===== src/rtl/chip8_pkg.sv =====
// chip8_pkg: shared constants and state type for the chip8 boot loader.
// Holds the fontset size, top of the 4 KiB address space, default base
// addresses and the loader state enum.
package chip8_pkg;

  localparam int          FONT_BYTES       = 80;
  localparam logic [11:0] MEM_TOP          = 12'hFFF;
  localparam logic [11:0] DEF_FONT_BASE    = 12'h000;
  localparam logic [11:0] DEF_PROGRAM_BASE = 12'h200;

  typedef enum logic [1:0] {
    FONT = 2'd0,
    LOAD = 2'd1,
    DONE = 2'd2
  } state_t;

endpackage


===== src/rtl/chip8_font_rom.sv =====
// chip8_font_rom: combinational 80x8 ROM with the standard 0-F 4x5 glyphs,
// five bytes per glyph, glyph 0 first.
// Ports: i_index (7-bit byte index), o_data (glyph byte; 0 for index >= 80).
module chip8_font_rom
  import chip8_pkg::*;
(
  input  logic [6:0] i_index,
  output logic [7:0] o_data
);

  localparam logic [0:FONT_BYTES-1][7:0] FONT_ROM = {
    8'hF0, 8'h90, 8'h90, 8'h90, 8'hF0,  // 0
    8'h20, 8'h60, 8'h20, 8'h20, 8'h70,  // 1
    8'hF0, 8'h10, 8'hF0, 8'h80, 8'hF0,  // 2
    8'hF0, 8'h10, 8'hF0, 8'h10, 8'hF0,  // 3
    8'h90, 8'h90, 8'hF0, 8'h10, 8'h10,  // 4
    8'hF0, 8'h80, 8'hF0, 8'h10, 8'hF0,  // 5
    8'hF0, 8'h80, 8'hF0, 8'h90, 8'hF0,  // 6
    8'hF0, 8'h10, 8'h20, 8'h40, 8'h40,  // 7
    8'hF0, 8'h90, 8'hF0, 8'h90, 8'hF0,  // 8
    8'hF0, 8'h90, 8'hF0, 8'h10, 8'hF0,  // 9
    8'hF0, 8'h90, 8'hF0, 8'h90, 8'h90,  // A
    8'hE0, 8'h90, 8'hE0, 8'h90, 8'hE0,  // B
    8'hF0, 8'h80, 8'h80, 8'h80, 8'hF0,  // C
    8'hE0, 8'h90, 8'h90, 8'h90, 8'hE0,  // D
    8'hF0, 8'h80, 8'hF0, 8'h80, 8'hF0,  // E
    8'hF0, 8'h80, 8'hF0, 8'h80, 8'h80   // F
  };

  always_comb begin
    o_data = 8'h00;
    if (i_index < 7'(FONT_BYTES)) begin
      o_data = FONT_ROM[i_index];
    end
  end

endmodule


===== src/rtl/chip8_loader.sv =====
// chip8_loader: boot stage that writes the fontset, then streams a program
// image into memory from PROGRAM_BASE and finally releases the cpu (cpu_run).
// Ports: clk/rst_n; in_valid/in_data/in_last/in_ready program stream;
//   load_start restarts a load from DONE; mem_write/_addr/_data memory port
//   (1-cycle write latency after accept); cpu_run; prog_len, overflow, checksum
//   load status.
// Optional: CHIP8_LOADER_CHECKSUM_EN builds the 16-bit additive checksum;
//   without it checksum is tied to zero.
module chip8_loader
  import chip8_pkg::*;
#(
  parameter int                    ADDR_WIDTH   = 12,
  parameter logic [ADDR_WIDTH-1:0] FONT_BASE    = DEF_FONT_BASE,
  parameter logic [ADDR_WIDTH-1:0] PROGRAM_BASE = DEF_PROGRAM_BASE
) (
  input  logic                  clk,
  input  logic                  rst_n,
  input  logic                  in_valid,
  input  logic [7:0]            in_data,
  input  logic                  in_last,
  output logic                  in_ready,
  input  logic                  load_start,
  output logic                  mem_write,
  output logic [ADDR_WIDTH-1:0] mem_write_addr,
  output logic [7:0]            mem_write_data,
  output logic                  cpu_run,
  output logic [12:0]           prog_len,
  output logic                  overflow,
  output logic [15:0]           checksum
);

  // Write pointer carries one extra bit so addresses past the top of memory
  // are detectable instead of wrapping into the fontset.
  localparam int PW = ADDR_WIDTH + 1;

  state_t                r_state;
  logic [6:0]            r_font_idx;
  logic [PW-1:0]         r_ptr;
  logic                  r_in_ready;
  logic                  r_mem_write;
  logic [ADDR_WIDTH-1:0] r_addr;
  logic [7:0]            r_data;
  logic                  r_cpu_run;
  logic [12:0]           r_prog_len;
  logic                  r_overflow;

  logic [7:0]            w_font_byte;
  logic                  w_accept;
  logic                  w_restart;
  logic                  w_oob;

  chip8_font_rom u_font_rom (
    .i_index (r_font_idx),
    .o_data  (w_font_byte)
  );

  assign w_accept  = (r_state == LOAD) && in_valid && r_in_ready;
  assign w_restart = (r_state == DONE) && load_start;
  assign w_oob     = r_ptr[ADDR_WIDTH];

  always_ff @(posedge clk or negedge rst_n) begin
    if (!rst_n) begin
      r_state     <= FONT;
      r_font_idx  <= '0;
      r_ptr       <= {1'b0, PROGRAM_BASE};
      r_in_ready  <= 1'b0;
      r_mem_write <= 1'b0;
      r_addr      <= '0;
      r_data      <= '0;
      r_cpu_run   <= 1'b0;
      r_prog_len  <= '0;
      r_overflow  <= 1'b0;
    end else begin
      r_mem_write <= 1'b0;
      case (r_state)
        FONT: begin
          // Index FONT_BYTES is a spare cycle: the last font write is on the
          // bus while in_ready is still low, so the stream opens one cycle later.
          if (r_font_idx == 7'(FONT_BYTES)) begin
            r_state    <= LOAD;
            r_in_ready <= 1'b1;
          end else begin
            r_mem_write <= 1'b1;
            r_addr      <= FONT_BASE + ADDR_WIDTH'(r_font_idx);
            r_data      <= w_font_byte;
            r_font_idx  <= r_font_idx + 7'd1;
          end
        end
        LOAD: begin
          if (w_accept) begin
            r_addr <= r_ptr[ADDR_WIDTH-1:0];
            r_data <= in_data;
            // Bytes past the top of memory are consumed but never written;
            // the pointer parks there so it cannot wrap.
            if (w_oob) begin
              r_overflow <= 1'b1;
            end else begin
              r_mem_write <= 1'b1;
              r_ptr       <= r_ptr + PW'(1);
            end
            if (r_prog_len != 13'h1FFF) begin
              r_prog_len <= r_prog_len + 13'd1;
            end
            if (in_last) begin
              r_state    <= DONE;
              r_in_ready <= 1'b0;
            end
          end
        end
        DONE: begin
          if (w_restart) begin
            r_state    <= LOAD;
            r_in_ready <= 1'b1;
            r_cpu_run  <= 1'b0;
            r_ptr      <= {1'b0, PROGRAM_BASE};
            r_prog_len <= '0;
            r_overflow <= 1'b0;
          end else begin
            // Raised one cycle after entering DONE so it never overlaps
            // the final program write.
            r_cpu_run <= 1'b1;
          end
        end
        default: begin
          r_state <= FONT;
        end
      endcase
    end
  end

`ifdef CHIP8_LOADER_CHECKSUM_EN
  logic [15:0] r_checksum;

  always_ff @(posedge clk or negedge rst_n) begin
    if (!rst_n) begin
      r_checksum <= '0;
    end else if (w_restart) begin
      r_checksum <= '0;
    end else if (w_accept) begin
      r_checksum <= r_checksum + {8'h00, in_data};
    end
  end

  assign checksum = r_checksum;
`else
  assign checksum = 16'h0000;
`endif

  assign in_ready       = r_in_ready;
  assign mem_write      = r_mem_write;
  assign mem_write_addr = r_addr;
  assign mem_write_data = r_data;
  assign cpu_run        = r_cpu_run;
  assign prog_len       = r_prog_len;
  assign overflow       = r_overflow;

endmodule

===== config.mk =====
export PLATFORM = sky130hd
export DESIGN_NAME = chip8_loader
export DESIGN_NICKNAME = d
export VERILOG_FILES = /design/src/rtl/chip8_pkg.sv /design/src/rtl/chip8_font_rom.sv /design/src/rtl/chip8_loader.sv
export SDC_FILE = /design/constraint.sdc
export NUM_CORES = 1
export LEC_CHECK = 0
export ABC_AREA = 1
export CAP_MARGIN = 5
export CORE_AREA = 5 5 108 110
export CTS_BUF_LIST = sky130_fd_sc_hd__clkbuf_4 sky130_fd_sc_hd__clkbuf_8
export DETAILED_ROUTE_END_ITERATION = 10
export DIE_AREA = 0 0 113 115
export PLACE_DENSITY = 0.63
export SETUP_SLACK_MARGIN = 0.02
export SLEW_MARGIN = 20
export SYNTH_ARGS = -nofsm -noshare
export SYNTH_HDL_FRONTEND = slang
export SYNTH_SLANG_ARGS = --single-unit

===== constraint.sdc =====
create_clock -name clk -period 2.6 [get_ports clk]
set_input_delay 0.78 -clock clk [delete_from_list [all_inputs] [get_ports clk]]
set_output_delay 0.78 -clock clk [all_outputs]
set_load 0.01 [all_outputs]

==> flow_metrics.env <==
export IMPL_grt_pass1_vias=3158
export IMPL_wl_met2_um=4176
export IMPL_ys_warnings_count=0
export IMPL_drive_gt1_share_pct=11.22
export IMPL_num_antenna_cells=0
export IMPL_start_kind="flip-flop"
export IMPL_ctsResizeCount=0
export IMPL_seq_area_frac_synth_pct=40.70
export IMPL_slowest_stage="clkdlybuf4s50_1"
export IMPL_end_kind="primary output"
export IMPL_dpl_cell_count=650
export IMPL_overflow=0
export IMPL_r2r_end="mem_write_addr[2]"
export IMPL_postCtsSetupRepairBufs=0
export IMPL_cts_htree_levels=3
export IMPL_hold_path_class="primary input to async pin"
export IMPL_clk_path_buf_depth=2
export IMPL_drtIter0Drc=129
export IMPL_synth_edf_count=0
export IMPL_crit_start="prog_len[4]"
export IMPL_maxSlewViolCount=0
export IMPL_setup_violations_final=0
export IMPL_final_util_pct=41.57
export IMPL_post_route_period_util_pct=83.51
export IMPL_cts_tree="yes"
export IMPL_grt_max_degree=60
export IMPL_ir_worst_vdd_mv=0.4113
export IMPL_ios=66
export IMPL_first_pass_iters=4
export IMPL_io_buffer_count=49
export IMPL_synth_top_cell_by_area="dfrtp_1"
export IMPL_drc=0
export IMPL_fp_row_count=38
export IMPL_die_area_mm2=0.01300
export IMPL_crit_fanout=6
export IMPL_top_layer="met4"
export IMPL_clock_fmax_ghz=0.4605
export IMPL_pre_cts_slack_ns=0.2214
export IMPL_place_congestion=0.8642
export IMPL_layout_setup_ws_ns=0.4287
export IMPL_avgSynthCellArea_um2=7.742
export IMPL_clock_latency_ns=0.33
export IMPL_skew_ns=0.006864
export IMPL_crit_type="flip-flop to primary output"
export IMPL_status="complete, no violations"
export IMPL_vias_per_cell=4.776
export IMPL_synth_async_sr_flop_share_pct=100.0
export IMPL_via_count=3181
export IMPL_netlist_area_mm2=0.003631
export IMPL_cp_cell_sequence="clkdlybuf4s50_1"
export IMPL_dieHeight_um=115
export IMPL_setup_tns_ns=0
export IMPL_cts_hold_buffers=0
export IMPL_core_area_mm2=0.01060
export IMPL_antenna_found_initial=0
export IMPL_grt_usage_pct=14.05
export IMPL_clkTransAtPathRegs_ns=0.07
export IMPL_rsz0062_at_grt="false"
export IMPL_cts_sinks=59
export IMPL_met1_length_um=4105
export IMPL_cellLeakagePower_nw=2.068
export IMPL_finalCriticalPeriod_ns=2.171
export IMPL_wl_met3_um=599
export IMPL_cts_buffers=9
export IMPL_wl_um=8972
export IMPL_ys_seq_elements=59
export IMPL_num_fill_cells=1092
export IMPL_die_w_um=113
export IMPL_max_cap_viol_count=0
export IMPL_detail_route_antenna_nets=0
export IMPL_synthToLayoutAreaGrowth_pct=21.40
export IMPL_dpl_hpwl_um=6534
export IMPL_synth_cells=469
export IMPL_r2r_cells=8
export IMPL_synth_top_cells_by_area="dfrtp_1 (40%), nand2_1 (12%), nand3_1 (5.4%)"
export IMPL_finalNonFillerCells=666
export IMPL_initial_utilization_pct=34.25
export IMPL_power_w=0.005263
export IMPL_r2r_setup_slack_ns=0.51
export IMPL_synthDistinctLibCells=41
export IMPL_cp_slowest_stage_delay_ns=0.58
export IMPL_wl_per_cell_um=13.47
export IMPL_ys_flop_type="dfrtp_1"
export IMPL_seq_area_mm2=0.001478
export IMPL_powerDensity_mw_per_mm2=1194
export IMPL_hold_viol_final=0
export IMPL_cp_data_required_time_ns=1.82
export IMPL_r2r_start="r_font_idx[0]"
export IMPL_finish_net_count=544
export IMPL_worstSetupPathDepth=1
export IMPL_cp_buffers_inverters=1
export IMPL_crit_family="buffers and inverters"
export IMPL_root_buffer="clkbuf_8"
export IMPL_grt_pass1_wl_um=14870
export IMPL_multi_input_area_mm2=0.001775
export IMPL_arrival_ns=1.39
export IMPL_synth_top_area_share_pct=39.97
routing by layer:
layer | vias up | track usage [%]
li1 | 1602 | -
met1 | 1462 | 18.02
met2 | 105 | 23.30
met3 | 12 | 4.053
met4 | 0 | 3.846
met5 | - | 0
logic make-up after synthesis:
kind of cell,after synthesis,synth area share (%)
flip-flops,59,40.70
buffers and inverters,82,11.96
adder cells (fa/ha/maj),10,3.446
AND/OR/NAND/NOR,232,29.05
AO/OA/AOI/OAI,77,12.82
XOR/XNOR,8,1.930
other,1,0.1033
cells in the mapped netlist (3+ instances only):
| cell type | n |
|---|---|
| a31oi_1 | 8 |
| nand2_2 | 8 |
| a21oi_1 | 24 |
| o31ai_1 | 4 |
| nand4_1 | 4 |
| o211ai_1 | 5 |
| ha_1 | 10 |
| nor3_1 | 9 |
| o21ai_0 | 20 |
| nand3_1 | 39 |
| buf_6 | 6 |
| inv_1 | 41 |
| nand3b_1 | 3 |
| nor3_2 | 3 |
| dfrtp_1 | 58 |
| o21ai_1 | 4 |
| inv_2 | 9 |
| nand2_1 | 120 |
| nand2_4 | 3 |
| nor2_4 | 3 |
| buf_2 | 5 |
| buf_4 | 18 |
| nor2_1 | 38 |
| xor2_1 | 8 |
worst max-delay path by stage:
stage | to | slack (ns)
2_1_floorplan | mem_write_addr[3] | 0.89
3_3_place_gp | prog_len[3] | 0.26
3_5_place_dp | prog_len[5] | 0.22
4_1_cts | prog_len[9] | 0.41
5_1_grt | mem_write_addr[4] | 0.32
6_report | prog_len[4] | 0.43
report_power, final:
part / switching (W) / total [W] / internal [W]
Combinational: 0.00164 / 0.00272 / 0.00108
Sequential: 0.000345 / 0.00159 / 0.00124
Clock: 0.000368 / 0.000955 / 0.000587
Total: 0.00235 / 0.00526 / 0.00291
through the flow:
| step | cell area, um2 | hold slack [ns] |
|---|---|---|
| 2_1_floorplan | 3687 | 0.4844 |
| 3_3_place_gp | 4182 | 0.4628 |
| 3_5_place_dp | 4182 | 0.4666 |
| 4_1_cts | 4408 | 0.4421 |
| 5_1_grt | 4408 | 0.4628 |
| 6_report | 4408 | 0.4448 |
flip-flops by register name, indices dropped and copies added, names as in the netlist:
name / count
prog_len: 13
r_ptr: 13
mem_write_addr: 12
mem_write_data: 8
r_font_idx: 7
r_state: 2
cpu_run: 1
in_ready: 1
mem_write: 1
overflow: 1
area by class of cell:
class / count / area share (%)
Clock buffer: 11 / 3.435
Timing Repair Buffer: 56 / 12.49
Sequential cell: 59 / 33.52
Multi-Input combinational cell: 343 / 40.28
Inverter: 52 / 4.598
Tap cell: 140 / 3.974
Clock inverter: 5 / 1.703
placed cells by master (no fill, tap or decap), types with 2 or more instances in the layout:
cell,instances
nor3_2,3
nand3b_1,3
o21ai_2,2
o21ai_0,20
nand2_2,8
inv_2,9
a21oi_1,24
nand3_1,39
clkdlybuf4s50_1,48
nor2_1,38
xor2_1,8
nand2_1,120
nand4_1,4
o21ai_1,4
clkbuf_8,11
nor2_4,3
conb_1,16
nor3_1,9
a21boi_0,2
o31ai_1,4
o211ai_1,5
ha_1,10
nand2_4,3
dfrtp_1,58
bufinv_16,2
inv_1,41
clkinv_2,3
a31oi_1,8
buf_4,6
Note: power is estimated with default switching activity, not from simulation.
==> edit: new RTL, same flow settings <==
The option `CHIP8_LOADER_CHECKSUM_EN` is turned on by a define.
--- a/src/rtl/chip8_loader.sv
+++ b/src/rtl/chip8_loader.sv
@@ -6,6 +6,8 @@
 //   load status.
 // Optional: CHIP8_LOADER_CHECKSUM_EN builds the 16-bit additive checksum;
 //   without it checksum is tied to zero.
+`define CHIP8_LOADER_CHECKSUM_EN
+
 module chip8_loader
   import chip8_pkg::*;
 #(
Check against the original RTL: same outputs for any inputs over 10 cycles, from zero or initial values and one cycle with rst_n low; that may be too few to reach the edited logic, so the function may still have changed.
==> edit against the unedited design <==
  * Critical path depth rose by 12
  * Power increased by 20%
  * Sequential share of layout area down 0.74 points
  * Via count increased by 36%
  * Cell count grew 26%
  * Sequential cell count increased by 16
  * Count of clock-buffer cells in the layout decreased by 1
  * Area after synthesis is 29% higher
  * Final area rose by 30%
  * Routed wire length up 35%
  * Worst setup slack lost 210 ps
  * Highest routed layer unchanged
==> edit: results (changes against the unedited design) <==
status finished clean; Inserted Clock Buffers 9 (unchanged); Synth top cells by count nand2_1 (174), dfrtp_1 (74), nor2_1 (61); Worst Path Max Fanout 4 (-2); class of the worst hold path primary input to asynchronous set/reset pin; setup violators final 0 (unchanged); Port Buf Inserts 65 (+33%); crit path kind primary input to register; Tightest Pin Transition 513 ps; number of synthesized flops with an enable pin 0 (unchanged); detailed placer's ending HPWL 8.99 mm (+38%); clk_lat worst skew 360 ps (+30 ps); synth top area cells dfrtp_1 (39%), nand2_1 (14%), nand3_1 (6.2%); met1 WL 5.51 mm (+34%); share of post-route cells with drive strength above 1 9.18% (-2.0 points); Yosys Warn Count 0 (unchanged); drt pass-1 iters 5 (+1); All-Layer GR Usage 19.6% (+5.5 points); synth unique cells 44 (+7.3%); DRT iter0 DRCs 231 (+79%); CP Launch Point in_data[0]; maximum VDD drop 0.417 mV (+1.5%); R2R cell count 7 (-1); syn_nets 652; Post-DP Area 5510 µm² (+32%); worst endpoint data arrival time 2640 ps (+1250 ps); Seq/Total Area, Yosys 40.0% (-0.67 points); hold_buf cts 0 (unchanged); clk slew on worst S/H paths 90 ps (+20 ps); met2 WL 5.96 mm (+43%); clk_skew 11.2 ps (+4.34 ps); fill count 1,031 (-5.6%); n_diodes 0 (unchanged); number of global-route vias before repair 4,237 (+34%); RR Startpoint r_font_idx[0]; CTS H-tree lvls 3 (unchanged); pin count of the biggest net entering global routing 39 (-35%); Final Wtd Congestion 0.970 (+12%); first-pass GRT wire length 20.7 mm (+39%); Final #Nets 723 (+33%); Root Buffer clkbuf_8; Async SR Flop Fraction 100% (unchanged); post_cts resized 0 (unchanged); Leak 2.72 nW (+32%); number of setup buffers added after CTS 0 (unchanged); final WL 12.1 mm (+35%); WL met3 543 µm (-9.3%); initial antenna violation count 0 (unchanged); max reg flops 16; Max Used Layer met4; mean number of vias per cell 5.18 (+8.5%)
-- edit: cell types whose count changed in the layout (fill, tap and decap cells not counted), sizes merged, moves of 4 or more --
cell           before  now
buf                 8   14
o31ai               4    0
ha                 10   17
nor3               12    7
o21ai              27   46
nor2               42   69
nand2             131  181
nand3              39   59
inv                51   65
xor2                8   15
dfrtp              58   74
conb               16    0
clkdlybuf4s50      48   64
a21oi              25   32
-- edit: logic make-up after synthesis --
kind of cell	count (synthesis)	share of synthesized area [%]
xor+xnor	17	3.17
compound gates	103	12.7
fa+ha+maj	18	4.96
buf+inv	83	8.11
simple gates	325	31.0
flops	75	40.0
-- edit: layer usage --
| metal | vias up | track usage, % |
|---|---|---|
| met3 | 11 | 3.74 |
| met5 | - | 0 |
| met2 | 96 | 33.1 |
| met1 | 2075 | 25.7 |
| met4 | 0 | 5.85 |
| li1 | 2156 | - |
-- edit: per-stage QoR --
step / setup slack, ps / std cells / total power [mW]
6_report: 219 / 837 / 6.33
2_1_floorplan: 455 / 621 / 4.16
3_5_place_dp: -169 / 821 / 5.32
5_1_grt: 121 / 837 / 6.90
3_3_place_gp: -76.2 / 821 / 5.28
4_1_cts: 234 / 837 / 6.36
-- edit: power by group --
group / switching [mW] / internal (mW) / leakage (nW)
clock network: 0.465 / 0.553 / 0.110
logic: 1.97 / 1.34 / 1.64
registers: 0.435 / 1.56 / 0.976
total: 2.87 / 3.45 / 2.72
-- edit: final timing paths --
kind | end | slack [ps]
hold / removal | prog_len[0] | 380
setup / recovery | checksum[14] | 220
min in group clk | mem_write_addr[11] | 500
hold reg to reg | mem_write_addr[11] | 500
setup reg to reg | in_ready | 490
max in group asynchronous | mem_write_data[3] | 1650
-- edit: critical path, cell delays in order --
cell,delay (ps)
clkdlybuf4s50_1,420
ha_1,240
fa_1,380
nand2_1,110
nand3_1,100
nand3_1,80
nand3_1,150
nand2_4,130
nor2_4,30
nand2_1,70
nand2_1,50
nand2_1,50
nor2_1,30
-- edit: layout make-up --
type | count | area [µm²] | area share, %
Clock buffer | 10 | 131 | 2.29
Inverter | 65 | 249 | 4.35
Tap cell | 140 | 175 | 3.06
Sequential cell | 75 | 1880 | 32.8
Clock inverter | 6 | 90.1 | 1.57
Timing Repair Buffer | 78 | 771 | 13.5
Multi-Input combinational cell | 463 | 2430 | 42.5
